## config.mk

```make
export PLATFORM = sky130hd
export DESIGN_NAME = bcd_down_counter
export DESIGN_NICKNAME = d
export VERILOG_FILES = /design/src/rtl/bcd_pkg.sv /design/src/rtl/bcd_down_digit.sv /design/src/rtl/bcd_down_counter.sv
export SDC_FILE = /design/constraint.sdc
export NUM_CORES = 1
export LEC_CHECK = 0
export CORE_UTILIZATION = 40
export DETAILED_ROUTE_END_ITERATION = 12
export PLACE_DENSITY = 0.75
export SLEW_MARGIN = 20
export SYNTH_ARGS = -nofsm -noshare
export SYNTH_HDL_FRONTEND = slang
export SYNTH_SLANG_ARGS = --single-unit
```

## constraint.sdc

```tcl
create_clock -name clk -period 1.8 [get_ports clk]
set_input_delay 0.36 -clock clk [delete_from_list [all_inputs] [get_ports clk]]
set_output_delay 0.36 -clock clk [all_outputs]
set_load 0.02 [all_outputs]
```

## src/rtl/bcd_pkg.sv

```systemverilog
// Shared BCD digit type, limits and load-sanitising helper for the BCD down-counter.
package bcd_pkg;

  localparam int         BCD_W   = 4;
  localparam logic [3:0] BCD_MAX = 4'd9;
  localparam logic [3:0] BCD_MIN = 4'd0;

  typedef logic [BCD_W-1:0] bcd_digit_t;

  // Non-BCD nibbles (0xA-0xF) become 9 when clamping, 0 otherwise.
  function automatic bcd_digit_t bcd_sanitize(input bcd_digit_t n, input bit clamp);
    if (n > BCD_MAX) begin
      return clamp ? BCD_MAX : BCD_MIN;
    end
    return n;
  endfunction

endpackage

```

## src/rtl/bcd_down_digit.sv

```systemverilog
// One decade of the BCD down-counter: states 0..9, decrements on borrow_in, 0 -> 9 on borrow.
// q is the digit state and doubles as its observation point.
module bcd_down_digit
  import bcd_pkg::*;
#(
  parameter int LOAD_CLAMP = 1
) (
  input  logic       clk,
  input  logic       rst_n,
  input  logic       load,
  input  bcd_digit_t load_digit,
  input  logic       borrow_in,
  output bcd_digit_t q,
  output logic       is_zero
);

  bcd_digit_t q_next;

  always_ff @(posedge clk) begin
    if (!rst_n) begin
      q <= BCD_MIN;
    end else begin
      q <= q_next;
    end
  end

  always_comb begin
    q_next = q;
    if (load) begin
      q_next = bcd_sanitize(load_digit, LOAD_CLAMP != 0);
    end else if (borrow_in) begin
      q_next = (q == BCD_MIN) ? BCD_MAX : q - 4'd1;
    end
  end

  assign is_zero = (q == BCD_MIN);

endmodule

```

## src/rtl/bcd_down_counter.sv

```systemverilog
// Multi-digit synchronous BCD down-counter with a ripple-free borrow chain and cascade output tc.
// Define BCD_HOLD_AT_ZERO_EN to saturate at all-zero instead of wrapping to all-nines.
module bcd_down_counter
  import bcd_pkg::*;
#(
  parameter int DIGITS     = 2,
  parameter int LOAD_CLAMP = 1
) (
  input  logic                clk,
  input  logic                rst_n,
  input  logic                en,
  input  logic                load,
  input  logic [4*DIGITS-1:0] load_val,
  output logic [4*DIGITS-1:0] bcd_out,
  output logic                zero,
  output logic                tc
);

  logic [DIGITS-1:0] is_zero;
  logic [DIGITS-1:0] borrow;
  logic              count_en;

`ifdef BCD_HOLD_AT_ZERO_EN
  assign count_en = en & ~load & ~zero;
`else
  assign count_en = en & ~load;
`endif

  // Digit k borrows only when every lower digit is already 0; all digits update together.
  always_comb begin
    borrow    = '0;
    borrow[0] = count_en;
    for (int k = 1; k < DIGITS; k++) begin
      borrow[k] = borrow[k-1] & is_zero[k-1];
    end
  end

  for (genvar g = 0; g < DIGITS; g++) begin : g_digit
    bcd_down_digit #(
      .LOAD_CLAMP(LOAD_CLAMP)
    ) u_digit (
      .clk       (clk),
      .rst_n     (rst_n),
      .load      (load),
      .load_digit(load_val[g*BCD_W +: BCD_W]),
      .borrow_in (borrow[g]),
      .q         (bcd_out[g*BCD_W +: BCD_W]),
      .is_zero   (is_zero[g])
    );
  end

  assign zero = &is_zero;
  assign tc   = en & zero & ~load;

endmodule

```

==> impl_metrics.toml, run 1 <==
[route]
vias = 674
viasPerCell = 5.965
drt_wl_total_um = 1592
drc = 0
first_iter_violations = 17
first_pass_iters = 4
ant_nets = 0
drt-wirelength-per-cell_um = 14.09

[synthesis]
syn-cell-area_um2 = 539.3
postSynth.asyncResetShare_pct = 0
avgSynthCellArea_um2 = 8.426
synth_cells = 64
synth_edf_count = 0
synthFlopType = "dfxtp_1"
synth_nets = 76
synth_seq_area_share_pct = 29.70
ys_warn_count = 0
synth_seq_cells = 8
ys_types = 34

[pwr]
internal_power_mw = 0.4032
swShare_pct = 31.88
power.total_mw = 0.5919
ir_drop_v = 0.0003884
powerDensity_nw_per_um2 = 657.0
clkPwrFrac_pct = 22.7
switchingPower_mw = 0.1887
p_leak_nw = 0.4033
sequentialPowerShare_pct = 35.2
combPwrFrac_pct = 42.1

[placed_design]
place_congestion = 0.7218
port_buffers = 21
hpwl_um = 1217
dp_slack_ns = -0.4252

[floorplanning]
die_h_um = 38.72
dieArea_um2 = 1499
design.core.area_um2 = 1171
rows = 12
ios = 22
die_w_um = 38.72
start_util_pct = 46.05

[sta]
fin_crit_sh_pct = 97.46
skew_ns = 0.004558
period_needed_ns = 1.754
worst_slack_ns = 0.04574
tightestPinTransition_ns = 0.2851
maxSlewHeadroom_pct = 80.93
finalSetupViolCount = 0
grt_setup_unrepaired = "no"
fmax_mhz = 570.0
hold_viol = 0
drv_slew = 0

[layout]
top_regs = "g_digit.u_digit.q: 8 flops"
fin_util_pct = 76.92
largest_reg_flops = 8
regMostFlops = "g_digit.u_digit.q"
fin_nets = 113
synthToLayoutAreaGrowth_pct = 67.05
antenna_cells = 0
final_cell_mix = "clkdlybuf4s50_1, buf_4, dfxtp_1"
drive_gt1_share_pct = 31.31

[setup_path]
worstSetupEndpointType = "primary output"
critical_path_class = "reg2out"
required_ns = 1.44
start_kind = "register"
critPathMaxFanout = 6
crit_slowest_cell = "clkdlybuf4s50_1"
max_stage_delay_ns = 0.60
path_cells = "buf_4 > clkdlybuf4s50_1"
cp_data_arrival_time_ns = 1.39

[clock_tree]
post_cts_buffers = 0
cts_made_buffers = 3
cts_sinks = 8
holdBufCountCts = 0
cts_max_path_buffers = 2
cts_root_buf = "clkbuf_4"
cts_tree = "done"
htreeDepth = 1
worst_skew_pair.late_latency_ns = 0.25
cts.clk_slew.worst_paths_ns = 0.05

[global_routing]
met2_usage_pct = 49.58
grt_pass1_wl_um = 2649
grt_util_met3_pct = 5.202
antenna_found_initial = 0
top_usage_layer = "met2"
grt_overflow = 0
grt_max_degree = 24
track_usage_pct = 25.90
grt_pass1_vias = 629
met1_usage_pct = 27.72

[job]
maxCapViolations = 0

[hold_path]
holdCritPathClass = "reg2reg"

[status]
outcome = "complete, no violations"
## routing by layer
| metal | vias to the layer above | share of wire, % | routed length (µm) |
|---|---|---|---|
| li1 | 327 | - | - |
| met1 | 320 | 40 | 630 |
| met2 | 25 | 55 | 876 |
| met3 | 2 | 5.0 | 80 |
| met4 | 0 | 0.25 | 4 |
| met5 | - | 0 | 0 |
## cells by family after synthesis
family	Yosys count	synth area share (%)
simple gates	24	29.70
compound gates	25	35.74
flops	8	29.70
buf+inv	7	4.871
## metrics by stage
stage	cells	cell area (µm²)	hold slack [ns]	TNS, ns
6_report	113	900.9	0.5667	0
5_1_grt	113	900.9	0.5853	0
4_1_cts	113	893.4	0.5644	0
3_5_place_dp	110	870.8	0.5577	-0.5273
3_3_place_gp	110	870.8	0.5135	-0.4966
2_1_floorplan	64	545.5	0.5324	0
## Yosys cell counts, drive strengths merged, types with 2 or more instances
cell type | number | share of area (%)
nor2b | 3 | 3.5
nand3b | 2 | 2.8
a21oi | 3 | 3.5
dfxtp | 8 | 30
clkbuf | 3 | 2.1
inv | 3 | 2.1
o21ai | 5 | 4.6
a211o | 3 | 5.3
nor2 | 3 | 2.1
nor3 | 2 | 1.9
nand2 | 3 | 2.1
o311a | 4 | 7.4
nor4 | 4 | 7.4
## power groups by stage
stage                     clock (mW)  sequential, mW  combinational (mW)
after floorplan                    0           0.238              0.0934
after global placement             0           0.211               0.247
after detailed placement           0           0.212               0.250
after CTS                      0.141           0.208               0.251
after global routing           0.151           0.210               0.270
final                          0.135           0.208               0.249
## critical path: cells and delay by family (launching register included)
family	cells	cell delay [ns]
buf+inv	2	0.77
flops	1	0.38
## layout make-up
class | count | area [µm²]
clock buffer | 3 | 22.52
inverter | 3 | 11.26
fill | 94 | 270.3
sequential | 8 | 160.2
multi-input combinational | 49 | 366.6
timing repair buffer | 36 | 322.8
tap | 14 | 17.52
## what timing repair did
action	CTS	global route
setup endpoints to repair	2	4
hold endpoints to repair	0	0
resized for setup	8	6
pin swaps	0	0
## worst paths after layout
check	slack, ns	endpoint	from	cells after the start
setup / recovery	0.05	bcd_out[3]	g_digit[0].u_digit.q[3]	2
hold / removal	0.57	g_digit[0].u_digit.q[1]	g_digit[0].u_digit.q[1]	2
setup reg to reg	0.45	g_digit[1].u_digit.q[2]	g_digit[0].u_digit.q[3]	4
hold reg to reg	0.57	g_digit[0].u_digit.q[1]	g_digit[0].u_digit.q[1]	2
(Power assumes the default switching activity.)
==> run 2: changes to the inputs <==
- PLACE_DENSITY: 0.75 -> 0.85
==> impl_metrics.toml, run 2 (synthesis results as in run 1) <==
[layout]
layout_commonest_cell = "clkdlybuf4s50_1"
largest_reg_flops = 8
synthToLayoutAreaGrowth_pct = 68.21
antenna_cells = 0
final_cell_mix = "clkdlybuf4s50_1, buf_4, dfxtp_1"
regMostFlops = "g_digit.u_digit.q"
fin_nets = 111
finalNonFillerCells = 111
drive_gt1_share_pct = 32.99
top_regs = "g_digit.u_digit.q: 8 flops"

[route]
vias = 693
ant_nets = 0
first_pass_iters = 4
drt_wl_total_um = 1719
drc = 0
viasPerCell = 6.243
drt-wirelength-per-cell_um = 15.49
first_iter_violations = 16

[placed_design]
place_congestion = 0.7987
hpwl_um = 1169
dp.cells = 107
dp_slack_ns = -0.4203
port_buffers = 21

[global_routing]
met2_usage_pct = 44.17
top_usage_layer = "met2"
grt_pass1_vias = 613
track_usage_pct = 25.36
met1_usage_pct = 31.45
grt_overflow = 0
grt_pass1_wl_um = 2628
grt_max_degree = 24
grt_util_met3_pct = 3.468
antenna_found_initial = 0

[status]
outcome = "complete, no violations"

[pwr]
ir_drop_v = 0.0005302
powerDensity_nw_per_um2 = 675.8
p_leak_nw = 0.4029
power.total_mw = 0.6130

[clock_tree]
cts.clk_slew.worst_paths_ns = 0.05
cts_tree = "done"
cts_max_path_buffers = 2
cts_made_buffers = 3
htreeDepth = 1
cts_root_buf = "clkbuf_4"
cts_sinks = 8
worst_skew_pair.late_latency_ns = 0.26
holdBufCountCts = 0

[setup_path]
crit_slowest_cell = "dfxtp_1"
max_stage_delay_ns = 0.39
cp_data_arrival_time_ns = 1.41
path_delay_family = "simple AND/OR/NAND/NOR gates"
path_cells = "nor2_2 > nand3_2 > nor4_2 > buf_4"
required_ns = 1.44
worstSetupEndpointType = "primary output"
start_kind = "register"
crit_buf_inv = 1
critical_path_class = "reg2out"
critPathMaxFanout = 6

[sta]
tightestPinTransition_ns = 0.2980
fin_crit_sh_pct = 98.57
maxSlewHeadroom_pct = 80.10
period_needed_ns = 1.774
skew_ns = 0.0008217
finalSetupViolCount = 0
worst_slack_ns = 0.02583
drv_slew = 0
setup_tns_ns = 0
hold_viol = 0
fmax_mhz = 563.6

[floorplanning]
die_h_um = 38.72
design.core.area_um2 = 1171
ios = 22
die_w_um = 38.72
dieArea_um2 = 1499
start_util_pct = 46.05
rows = 12

[job]
maxCapViolations = 0

[hold_path]
holdCritPathClass = "in2reg"
run 2: changes by cell type in the layout (fill, tap and decap cells not counted), sizes merged:
cell	delta
dlymetal6s2s	+1
clkdlybuf4s50	-1
clkbuf	-1
clkdlybuf4s15	+1
buf	-2
run 2: through the flow:
stage / util (%) / cell area (µm²) / hold slack (ns)
detailed placement: 72.44 / 848.3 / 0.5337
global route: 77.46 / 907.1 / 0.5194
floorplan: - / 545.5 / 0.5324
CTS: 74.04 / 867.1 / 0.5421
finish: 77.46 / 907.1 / 0.4796
global placement: 72.44 / 848.3 / 0.5261
run 2: final timing paths:
path	slack, ns	from	end	cells past startpoint
min	0.48	en	g_digit[0].u_digit.q[3]	3
min reg2reg	0.55	g_digit[0].u_digit.q[1]	g_digit[0].u_digit.q[1]	2
max reg2reg	0.35	g_digit[0].u_digit.q[2]	g_digit[0].u_digit.q[3]	5
max	0.03	g_digit[0].u_digit.q[2]	tc	4
run 2: final cells by class:
type,instances,area [µm²]
clock buffer,3,22.52
fill,88,264.0
inverter,3,11.26
multi-input combinational,49,379.1
sequential,8,160.2
tap,14,17.52
timing repair buffer,34,316.6
run 2: worst min-delay path: cells and delay by family:
kind	cells	cell delay [ns]
compound gates	1	0.07
simple gates	1	0.09
buf+inv	1	0.16
run 2: what timing repair did:
item                                    CTS  global route
endpoints found under the hold margin     0             0
endpoints found under the setup margin    2             2
pin swaps                                 0             2
setup buffers                             0             1
resized for setup                         8            10
run 2: where the power goes:
| group | internal [mW] | total [mW] | switching, mW |
|---|---|---|---|
| Clock | 0.0766 | 0.142 | 0.0651 |
| Sequential | 0.193 | 0.209 | 0.0163 |
| Combinational | 0.140 | 0.262 | 0.122 |
| Total | 0.409 | 0.613 | 0.204 |
run 2: metal layers:
metal / routed length [µm] / vias to the layer above / part of all wire (%)
met1: 697 / 332 / 41
met3: 123 / 2 / 7.2
li1: - / 326 / -
met2: 878 / 33 / 51
met5: 0 / - / 0
met4: 19 / 0 / 1.1
==> run 3: changes to the inputs <==
- CORE_MARGIN: default -> 3
==> impl_metrics.toml, run 3 (synthesis results as in run 1) <==
[status]
outcome = "complete, no violations"

[clock_tree]
cts.clk_slew.worst_paths_ns = 0.06
cts_root_buf = "clkbuf_4"
htreeDepth = 1
cts_made_buffers = 3
cts_tree = "done"
cts_max_path_buffers = 2
worst_skew_pair.late_latency_ns = 0.27
cts_sinks = 8

[global_routing]
grt_util_met3_pct = 6.780
grt_pass1_wl_um = 2780
top_usage_layer = "met2"
track_usage_pct = 20.38
grt_overflow = 0
met2_usage_pct = 31.74
grt_pass1_vias = 607
antenna_found_initial = 0
met1_usage_pct = 25.77
grt_max_degree = 24

[placed_design]
hpwl_um = 1215
dp.cells = 109
port_buffers = 21
dp_slack_ns = -0.4278
place_congestion = 0.8486

[layout]
fill_cells = 76
ff_latch_area_um2 = 160.2
synthToLayoutAreaGrowth_pct = 69.61
fin_util_pct = 77.11
regMostFlops = "g_digit.u_digit.q"
top_regs = "g_digit.u_digit.q: 8 flops"
fin_nets = 112
final_cell_mix = "clkdlybuf4s50_1, buf_4, dfxtp_1"
antenna_cells = 0
finalNonFillerCells = 112
drive_gt1_share_pct = 33.67
largest_reg_flops = 8
multi_input_area_um2 = 379.1

[route]
first_iter_violations = 11
first_pass_iters = 4
viasPerCell = 5.866
drt-wirelength-per-cell_um = 15.84
drt_wl_total_um = 1774
vias = 657
ant_nets = 0
drc = 0

[sta]
skew_ns = 0.009940
fmax_mhz = 567.2
period_needed_ns = 1.763
hold_viol = 0
hold_slack_ns = 0.5413
worst_slack_ns = 0.03700
drv_slew = 0
fin_crit_sh_pct = 97.94
tightestPinTransition_ns = 0.3002
maxSlewHeadroom_pct = 79.93
finalSetupViolCount = 0

[setup_path]
worstSetupEndpointType = "primary output"
start_kind = "register"
r2r_start = "g_digit[0].u_digit.q[3]"
critical_path_class = "reg2out"
critPathMaxFanout = 7
rrSetupSlack_ns = 0.42
r2r-end = "g_digit[1].u_digit.q[2]"
cp_data_arrival_time_ns = 1.40
r2r.worst_path.cells = 4
required_ns = 1.44

[pwr]
sequentialPowerShare_pct = 34.1
clkPwrFrac_pct = 24.0
internal_power_mw = 0.4073
switchingPower_mw = 0.2072
p_leak_nw = 0.4051
ir_drop_v = 0.0004091
power.total_mw = 0.6146
swShare_pct = 33.72
powerDensity_nw_per_um2 = 671.9
combPwrFrac_pct = 41.9

[floorplanning]
ios = 22
rows = 12
dieArea_um2 = 1825
die_w_um = 42.72
die_h_um = 42.72
design.core.area_um2 = 1186
start_util_pct = 45.46

[hold_path]
hold_path_end = "g_digit[0].u_digit.q[3]"
worstHoldPathCells = 4
hold_start = "en"
holdCritPathClass = "in2reg"

[job]
maxCapViolations = 0
## run 3: changes by cell type in the layout (fill, tap and decap cells not counted)
cell   before  now
buf_4      14   15
## run 3: worst max-delay path, stage by stage (launching register included)
cell	delay (ns)
dfxtp_1	0.36
buf_4	0.16
clkdlybuf4s50_1	0.61
## run 3: timing repair
action                     4_1_cts  5_1_grt
hold buffers                     0        0
pin swaps                        0        2
resized for setup                8       10
setup endpoints to repair        2        4
setup buffers                    0        0
## run 3: worst max-delay path by stage
stage / from / end / slack [ns]
2_1_floorplan: g_digit[1].u_digit.q[1] / tc / 0.16
3_3_place_gp: load / tc / -0.35
3_5_place_dp: load / tc / -0.43
4_1_cts: load / tc / 0.01
5_1_grt: g_digit[0].u_digit.q[0] / tc / -0.05
6_report: g_digit[1].u_digit.q[0] / bcd_out[4] / 0.04
## run 3: area by class of cell
type / count / area share (%)
flip-flops and latches: 8 / 17.51
repair buffers: 35 / 35.43
multi-input cells: 49 / 41.45
well taps: 14 / 1.915
clock buffers: 3 / 2.462
inverters: 3 / 1.231
## run 3: per-stage QoR
stage	instance area, µm²	TNS (ns)
detailed placement	863.3	-0.4588
CTS	882.1	0
global route	914.6	-0.04705
global placement	863.3	-0.3884
floorplan	545.5	0
finish	914.6	0
## run 3: power groups by stage
stage / Sequential (mW) / Clock (mW) / Combinational (mW)
2_1_floorplan: 0.238 / 0 / 0.0934
3_3_place_gp: 0.212 / 0 / 0.244
4_1_cts: 0.208 / 0.151 / 0.248
5_1_grt: 0.212 / 0.158 / 0.277
3_5_place_dp: 0.212 / 0 / 0.248
6_report: 0.210 / 0.148 / 0.257
## run 3: metal layers
metal / vias to the layer above / part of all wire, %
li1: 326 / -
met1: 306 / 45
met2: 20 / 46
met3: 5 / 6.4
met4: 0 / 1.9
met5: - / 0
